===== src/rtl/lutram_uart_dump.sv =====
// Walks every bit of a 2**ADDR_W x 1 distributed RAM through its async read port and
// streams the contents out of a UART tx pin as 8N1 bytes, lowest address in bit 0.
module lutram_uart_dump #(
    parameter int CLKS_PER_BIT = 868,
    parameter int ADDR_W       = 7
) (
    input  logic              clk,
    input  logic              rst,
    input  logic              start,
    output logic [ADDR_W-1:0] rd_addr,
    input  logic              rd_data,
    output logic              tx,
    output logic              busy,
    output logic              done
);

    // A 1-bit dummy byte index keeps the ADDR_W == 3 (single byte) build legal.
    localparam int BYTE_W = (ADDR_W > 3) ? ADDR_W - 3 : 1;
    localparam logic [BYTE_W-1:0] LAST_BYTE = BYTE_W'((2 ** ADDR_W) / 8 - 1);
    localparam logic [15:0] BAUD_LAST = 16'(CLKS_PER_BIT - 1);

    typedef enum logic [2:0] {
        IDLE,
        F_SET,
        F_CAP,
        T_START,
        T_DATA,
        T_STOP,
        FIN
    } state_t;

    state_t            state_q, state_d;
    logic [BYTE_W-1:0] byte_idx_q, byte_idx_d;
    logic [2:0]        bit_idx_q, bit_idx_d;
    logic [15:0]       baud_q, baud_d;
    logic [7:0]        shreg_q, shreg_d;
    logic [ADDR_W-1:0] rd_addr_q, rd_addr_d;
    logic              tx_q, tx_d;
    logic              busy_q, busy_d;
    logic              done_q, done_d;
    logic              bit_end;

    always_ff @(posedge clk or posedge rst) begin
        if (rst) begin
            state_q    <= IDLE;
            byte_idx_q <= '0;
            bit_idx_q  <= '0;
            baud_q     <= '0;
            shreg_q    <= '0;
            rd_addr_q  <= '0;
            tx_q       <= 1'b1;
            busy_q     <= 1'b0;
            done_q     <= 1'b0;
        end else begin
            state_q    <= state_d;
            byte_idx_q <= byte_idx_d;
            bit_idx_q  <= bit_idx_d;
            baud_q     <= baud_d;
            shreg_q    <= shreg_d;
            rd_addr_q  <= rd_addr_d;
            tx_q       <= tx_d;
            busy_q     <= busy_d;
            done_q     <= done_d;
        end
    end

    // F_SET drives the address, F_CAP samples a cycle later so DPO has fully settled.
    always_comb begin
        state_d    = state_q;
        byte_idx_d = byte_idx_q;
        bit_idx_d  = bit_idx_q;
        baud_d     = baud_q;
        shreg_d    = shreg_q;
        rd_addr_d  = rd_addr_q;
        bit_end    = (baud_q == BAUD_LAST);

        case (state_q)
            IDLE: begin
                if (start) begin
                    state_d    = F_SET;
                    byte_idx_d = '0;
                    bit_idx_d  = '0;
                    baud_d     = '0;
                end
            end
            F_SET: begin
                rd_addr_d = ADDR_W'({byte_idx_q, bit_idx_q});
                state_d   = F_CAP;
            end
            F_CAP: begin
                shreg_d[bit_idx_q] = rd_data;
                if (bit_idx_q == 3'd7) begin
                    bit_idx_d = '0;
                    baud_d    = '0;
                    state_d   = T_START;
                end else begin
                    bit_idx_d = bit_idx_q + 3'd1;
                    state_d   = F_SET;
                end
            end
            T_START: begin
                if (bit_end) begin
                    baud_d  = '0;
                    state_d = T_DATA;
                end else begin
                    baud_d = baud_q + 16'd1;
                end
            end
            T_DATA: begin
                if (bit_end) begin
                    baud_d = '0;
                    if (bit_idx_q == 3'd7) begin
                        bit_idx_d = '0;
                        state_d   = T_STOP;
                    end else begin
                        bit_idx_d = bit_idx_q + 3'd1;
                    end
                end else begin
                    baud_d = baud_q + 16'd1;
                end
            end
            T_STOP: begin
                if (bit_end) begin
                    baud_d = '0;
                    if (byte_idx_q == LAST_BYTE) begin
                        state_d = FIN;
                    end else begin
                        byte_idx_d = byte_idx_q + BYTE_W'(1);
                        bit_idx_d  = '0;
                        state_d    = F_SET;
                    end
                end else begin
                    baud_d = baud_q + 16'd1;
                end
            end
            FIN: begin
                state_d = IDLE;
            end
            default: begin
                state_d = IDLE;
            end
        endcase
    end

    // Outputs are decoded from the upcoming state so the registered tx lines up with it.
    always_comb begin
        tx_d = 1'b1;
        case (state_d)
            T_START: tx_d = 1'b0;
            T_DATA:  tx_d = shreg_d[bit_idx_d];
            default: tx_d = 1'b1;
        endcase
        busy_d = (state_d != IDLE) && (state_d != FIN);
        done_d = (state_q == FIN);
    end

    assign rd_addr = rd_addr_q;
    assign tx      = tx_q;
    assign busy    = busy_q;
    assign done    = done_q;

endmodule


===== config.mk =====
export PLATFORM = sky130hd
export DESIGN_NAME = lutram_uart_dump
export DESIGN_NICKNAME = d
export VERILOG_FILES = /design/src/rtl/lutram_uart_dump.sv
export SDC_FILE = /design/constraint.sdc
export NUM_CORES = 1
export LEC_CHECK = 0
export BUFFER_PORTS_ARGS = -buffer_cell sky130_fd_sc_hd__buf_2
export CAP_MARGIN = 20
export CORE_MARGIN = 4
export CORE_UTILIZATION = 54
export CTS_BUF_LIST = sky130_fd_sc_hd__clkbuf_16
export DETAILED_ROUTE_END_ITERATION = 10
export PLACE_DENSITY_LB_ADDON = 0.15
export SLEW_MARGIN = 20
export SYNTH_ARGS = -nofsm -noshare
export SYNTH_HDL_FRONTEND = slang
export SYNTH_SLANG_ARGS = --single-unit

===== constraint.sdc =====
create_clock -name clk -period 2.4 [get_ports clk]
set_clock_uncertainty 0.2 [all_clocks]
set_input_delay 0.12 -clock clk [delete_from_list [all_inputs] [get_ports clk]]
set_output_delay 0.12 -clock clk [all_outputs]
set_load 0.005 [all_outputs]

==> impl_metrics.yaml, run 1 <==
sta:
  timing.final.crit_share_pct: 95.2
  slew_violations: 0
  max_freq_ghz: 0.438
  setup_viol: 0
  tightest_slew_ns: 0.397
  slew_headroom_pct: 73.4
  post-route-min-period_ns: 2.29
  hold_viol: 0
logic_synthesis:
  synth_edf_count: 0
  syn_area_mm2: 0.00237
  synth_seq_cells: 44
  ys.flop_type: "dfrtp_1"
  synth_nets: 241
  synth_top_cell_area_share_pct: 45.4
  yosysWarnings: 0
  synth_area_leader_cell: "dfrtp_1"
  ys_types: 50
  async_reset_ff_share_pct: 100
  ys_seq_area_share_pct: 46.5
  synthCells: 233
  synth_area_leaders: "dfrtp_1 45%, mux2_1 7.6%, nor2_1 4.0%"
  syn_avg_cell_area_um2: 10.2
route:
  routed_wl_mm: 4.92
  detail_route.vias_per_cell: 5.65
  ant_nets: 0
  drc: 0
  first_pass_iters: 4
  drt_iter0_drc: 98
  dr_total_vias: 1865
  wl_per_cell_um: 14.9
placed_design:
  hpwl_mm: 3.64
  place_area_mm2: 0.00268
  gp_congestion: 0.883
  port_buffers: 13
global_route:
  first_global_vias: 1866
  grt_max_degree: 24
  gr-usage-all-layers_pct: 20.1
  antenna_found_initial: 0
  gr-total-overflow: 0
  grt_pass1_wl_mm: 8.47
setup_path:
  cpPeakStageDelay_ns: 0.37
  crit_chain: "ha_2, and4bb_1, and4_4, a21oi_4, a22o_4, mux2_1, a22oi_2, a31oi_1"
  critPathArrivalTime_ns: 2.29
  crit_path_end_kind: "flop"
  critPathKind: "reg -> reg"
  worstPathMaxFanout: 5
  slowest_stage: "dfrtp_1"
  crit_path_start_kind: "flop"
  critPathRequiredTime_ns: 2.40
floorplanning:
  chipHeight_um: 74.2
  dieArea_mm2: 0.00551
  initial_core_util_pct: 57.6
  ios: 14
  rows: 23
  core_mm2: 0.00412
  die_x_um: 74.2
pwr:
  ir_drop_uv: 319
  report.power.total_mw: 1.46
  power_leakage_nw: 1.30
  powerDensity_mw_per_mm2: 507
status:
  outcome: "complete, no violations"
cells_and_area:
  final_common_cell: "dfrtp_1"
  finalNetCount: 287
  utilization_pct: 70.0
  layout_common_cells: "43 x dfrtp_1, 30 x buf_4, 23 x nor2_1"
  drive_gt1_share_pct: 26.4
  stdcell_area_mm2: 0.00288
  areaGrowthSynthToFinish_pct: 21.5
  n_antenna_cell: 0
  num-fill-cells: 315
clock_network:
  clockBufferDepth: 2
  numCtsBuffers: 5
  clk_pin_slew_ns: 0.06
  htreeDepth: 2
  clock_latency_ns: 0.28
  clock-root-buffer: "clkbuf_16"
  cts_tree: "done"
  cts.sinks: 44
min_path:
  min-delay-path-class: "in -> reg"
run:
  cap_viol_max_count: 0
## worst max-delay path, delay by kind of cell (launching register included)
family,cells,cell delay (ns)
DFF,1,0.37
and+or+nand+nor,2,0.49
AOI/OAI and AO/OA,4,0.61
muxes,1,0.34
adders and majority gates,1,0.20
## cell families after synthesis
group	Yosys count	synth area share, %
and+or+nand+nor	97	22.3
DFF	44	46.5
AOI/OAI and AO/OA	39	11.9
muxes	22	10.3
buffers and inverters	17	3.12
xor gates and xnor gates	10	3.70
adders and majority gates	4	2.11
## power by group
group,switching (mW),internal (mW),leakage (nW)
sequential,0.00452,0.752,0.543
combinational,0.0249,0.0154,0.689
clock,0.276,0.386,0.0660
## worst paths after layout
check                           endpoint  slack, ns        from  depth (start not counted)
setup / recovery                      tx       0.11   baud_q[1]                          8
max in group asynchronous             tx       1.51         rst                          4
hold reg to reg               rd_addr[0]       0.28  rd_addr[0]                          1
min in group asynchronous     baud_q[11]       0.22         rst                          4
hold / removal             byte_idx_q[3]       0.17       start                          4
setup reg to reg                      tx       0.11   baud_q[1]                          8
## synth_stat cells (2+ instances only)
cell       n
inv_1     10
mux2_1    16
nand2b_1   3
a32oi_1    2
and2_1     2
o21ai_0    6
and4bb_1   2
nor2b_1    3
nand2_1   21
nor3_1     4
nand3_1   11
xor2_1     4
nor3_2     2
clkbuf_1   3
o21ai_1    8
ha_1       4
a31oi_1    3
a211oi_1   2
nor4bb_1   2
o31ai_1    2
nor2_1    25
mux2_2     3
dfrtp_1   43
and4_1     2
mux2i_1    3
nand4_1    8
and3_1     6
a22oi_2    2
xnor2_1    6
buf_2      2
a21oi_1    4
## per-layer routing
metal,global-route usage (%),vias to the layer above,share of wire (%)
met5,0,-,0
met2,35.3,29,50
met3,5.00,10,3.6
met4,6.92,0,1.7
met1,24.0,895,44
li1,-,931,-
## registers in the layout, indices dropped and copies added (netlist names)
name,cells
done,1
state_q,3
busy,1
bit_idx_q,3
baud_q,16
tx,1
rd_addr,7
byte_idx_q,4
shreg_q,8
## through the flow
step | hold slack, ns | setup TNS [ns] | cells | setup slack, ns
finish | 0.168 | 0 | 330 | 0.114
global route | 0.207 | -0.00128 | 330 | -0.00128
CTS | 0.163 | 0 | 328 | 0.00514
detailed placement | -0.0210 | 0 | 318 | 0.0201
global placement | -0.0298 | 0 | 318 | 0.102
floorplan | 0.0672 | 0 | 233 | 0.110
## what timing repair did
item / in CTS / in global routing
endpoints found under the hold margin: 52 / 0
endpoints found under the setup margin: 0 / 11
buffers inserted: 0 / 2
gates resized for setup: 0 / 8
hold buffers: 2 / 0
## area by class of cell
| cell class | instances | area (um2) | area share, % |
|---|---|---|---|
| well taps | 50 | 62.6 | 2.17 |
| multi-input cells | 172 | 1210 | 42.2 |
| repair buffers | 45 | 310 | 10.8 |
| clock buffers | 5 | 125 | 4.34 |
| inverters | 11 | 41.3 | 1.43 |
| flip-flops and latches | 44 | 1100 | 38.3 |
| clock inverters | 3 | 23.8 | 0.825 |
(Power assumes the default switching activity.)
==> inputs of run 2 (changes only) <==
Settings changed: GPL_TIMING_DRIVEN set to 0.
==> run 2 against run 1 <==
  * Worst setup slack got worse by 0.086 ns
  * Clock power increased by 15%
  * Flip-flop and latch count unchanged
  * Register-to-register slack got worse by 0.09 ns
  * Design area decreased by 0.78%
  * Combinational power increased by 4%
  * Critical path type unchanged
  * Critical endpoint unchanged
  * Largest cell class unchanged
==> impl_metrics.yaml, run 2 (synthesized netlist as in run 1, its figures left out) <==
sta:
  tightest_slew_ns: 0.562
  rsz0062_at_grt: "true"
  hold_viol: 0
  slew_violations: 0
  slew_headroom_pct: 62.3
  max_freq_ghz: 0.422
  setup_viol: 0
  post-route-min-period_ns: 2.37
  timing.final.crit_share_pct: 98.8
  whs_ns: 0.0626
route:
  dr_total_vias: 1859
  routed_wl_mm: 4.89
  wl_per_cell_um: 15.3
  ant_nets: 0
  drt_iter0_drc: 204
  detail_route.vias_per_cell: 5.83
  drc: 0
  first_pass_iters: 5
cells_and_area:
  utilization_pct: 69.4
  layout_common_cells: "39 x dfrtp_1, 23 x nor2_1, 21 x nand2_1"
  final_common_cell: "dfrtp_1"
  largest_reg_flops: 16
  drive_gt1_share_pct: 25.3
  finalNonFillerCells: 319
  n_antenna_cell: 0
  largest-register: "baud_q"
  finalNetCount: 276
  areaGrowthSynthToFinish_pct: 20.6
clock_network:
  clock_latency_ns: 0.29
  clock-root-buffer: "clkbuf_16"
  clockBufferDepth: 2
  cts_tree: "done"
  htreeDepth: 2
  cts.sinks: 44
  clk_pin_slew_ns: 0.06
  numCtsBuffers: 5
setup_path:
  slowest_stage: "dfrtp_1"
  cpPeakStageDelay_ns: 0.41
  crit_chain: "ha_4, and4bb_1, and4_1, buf_6, a21oi_4, a22o_4, mux2_2, a22oi_2, a31oi_1"
  regToRegSetupSlack_ns: 0.03
  critPathTopFamily: "compound AO/OA/AOI/OAI gates"
  critPathRequiredTime_ns: 2.40
  crit_path_start_kind: "flop"
  crit_buf_inv: 1
  crit_path_end_kind: "flop"
  critPathKind: "reg -> reg"
  worstRegToRegCells: 9
  r2r-end: "tx"
  critPathArrivalTime_ns: 2.38
  r2r-start: "baud_q[0]"
  worstPathMaxFanout: 5
global_route:
  grt_pass1_wl_mm: 8.40
  first_global_vias: 1792
  gr-usage-all-layers_pct: 19.8
  gr-total-overflow: 0
  grt_max_degree: 26
  antenna_found_initial: 0
floorplanning:
  dieArea_mm2: 0.00551
  die_x_um: 74.2
  chipHeight_um: 74.2
  rows: 23
  ios: 14
  core_mm2: 0.00412
  initial_core_util_pct: 57.6
pwr:
  powerDensity_mw_per_mm2: 545
  power_leakage_nw: 1.26
  ir_drop_uv: 361
placed_design:
  placed_cells: 297
  hpwl_mm: 3.29
  port_buffers: 13
  gp_congestion: 0.857
min_path:
  whs_path_depth: 3
  min-delay-path-class: "in -> reg"
  min_to: "byte_idx_q[3]"
  holdCritStartpoint: "start"
status:
  outcome: "complete, no violations"
run:
  cap_viol_max_count: 0
==> run 2: per-layer routing <==
| layer | track usage (%) | up-vias | wire length (um) |
|---|---|---|---|
| met5 | 0 | - | 0 |
| met4 | 6.92 | 0 | 75 |
| met3 | 3.78 | 8 | 214 |
| met2 | 32.9 | 34 | 2450 |
| met1 | 26.2 | 909 | 2140 |
| li1 | - | 908 | - |
==> run 2: through the flow <==
step / area (um2) / TNS (ns) / setup WS (ns) / total power, mW
2_1_floorplan: 2370 / 0 / 0.110 / 0.792
3_3_place_gp: 2500 / -1.04 / -0.204 / 0.804
3_5_place_dp: 2520 / -1.17 / -0.235 / 0.810
4_1_cts: 2760 / 0 / 0.00615 / 1.57
5_1_grt: 2860 / -0.0604 / -0.0497 / 1.60
6_report: 2860 / 0 / 0.0286 / 1.56
==> run 2: cell type report <==
type	instances	area [um2]
Fill cell	315	1260
Multi-Input combinational cell	172	1250
Sequential cell	44	1110
Timing Repair Buffer	29	203
Clock buffer	5	125
Tap cell	50	62.6
Inverter	11	41.3
Clock inverter	3	38.8
Buffer	5	28.8
==> run 2: worst min-delay path: stages <==
cell and delay [ns]:
buf_2 0.11, nor4b_2 0.17, nor2_1 0.10
==> run 2: power by group <==
part / switching (mW) / total, mW / leakage, nW / internal [mW]
Combinational: 0.0249 / 0.0421 / 0.639 / 0.0172
Clock: 0.273 / 0.758 / 0.0850 / 0.485
Sequential: 0.00451 / 0.757 / 0.536 / 0.752
==> run 2: timing repair <==
action | CTS | global route
setup endpoints to repair | 11 | 13
hold buffers | 2 | 0
pin swaps | 5 | 9
setup buffers | 6 | 7
endpoints found under the hold margin | 25 | 0
gates cloned | 0 | 0
resized for setup | 4 | 12
==> run 2: worst max-delay path by stage <==
| stage | from | end | slack (ns) | cells past startpoint |
|---|---|---|---|---|
| after floorplan | baud_q[0] | tx | 0.11 | 9 |
| after global placement | bit_idx_q[1] | baud_q[14] | -0.20 | 9 |
| after detailed placement | bit_idx_q[1] | baud_q[14] | -0.24 | 9 |
| after CTS | baud_q[12] | tx | 0.006 | 8 |
| after global routing | baud_q[0] | tx | -0.05 | 9 |
| final | baud_q[0] | tx | 0.03 | 9 |
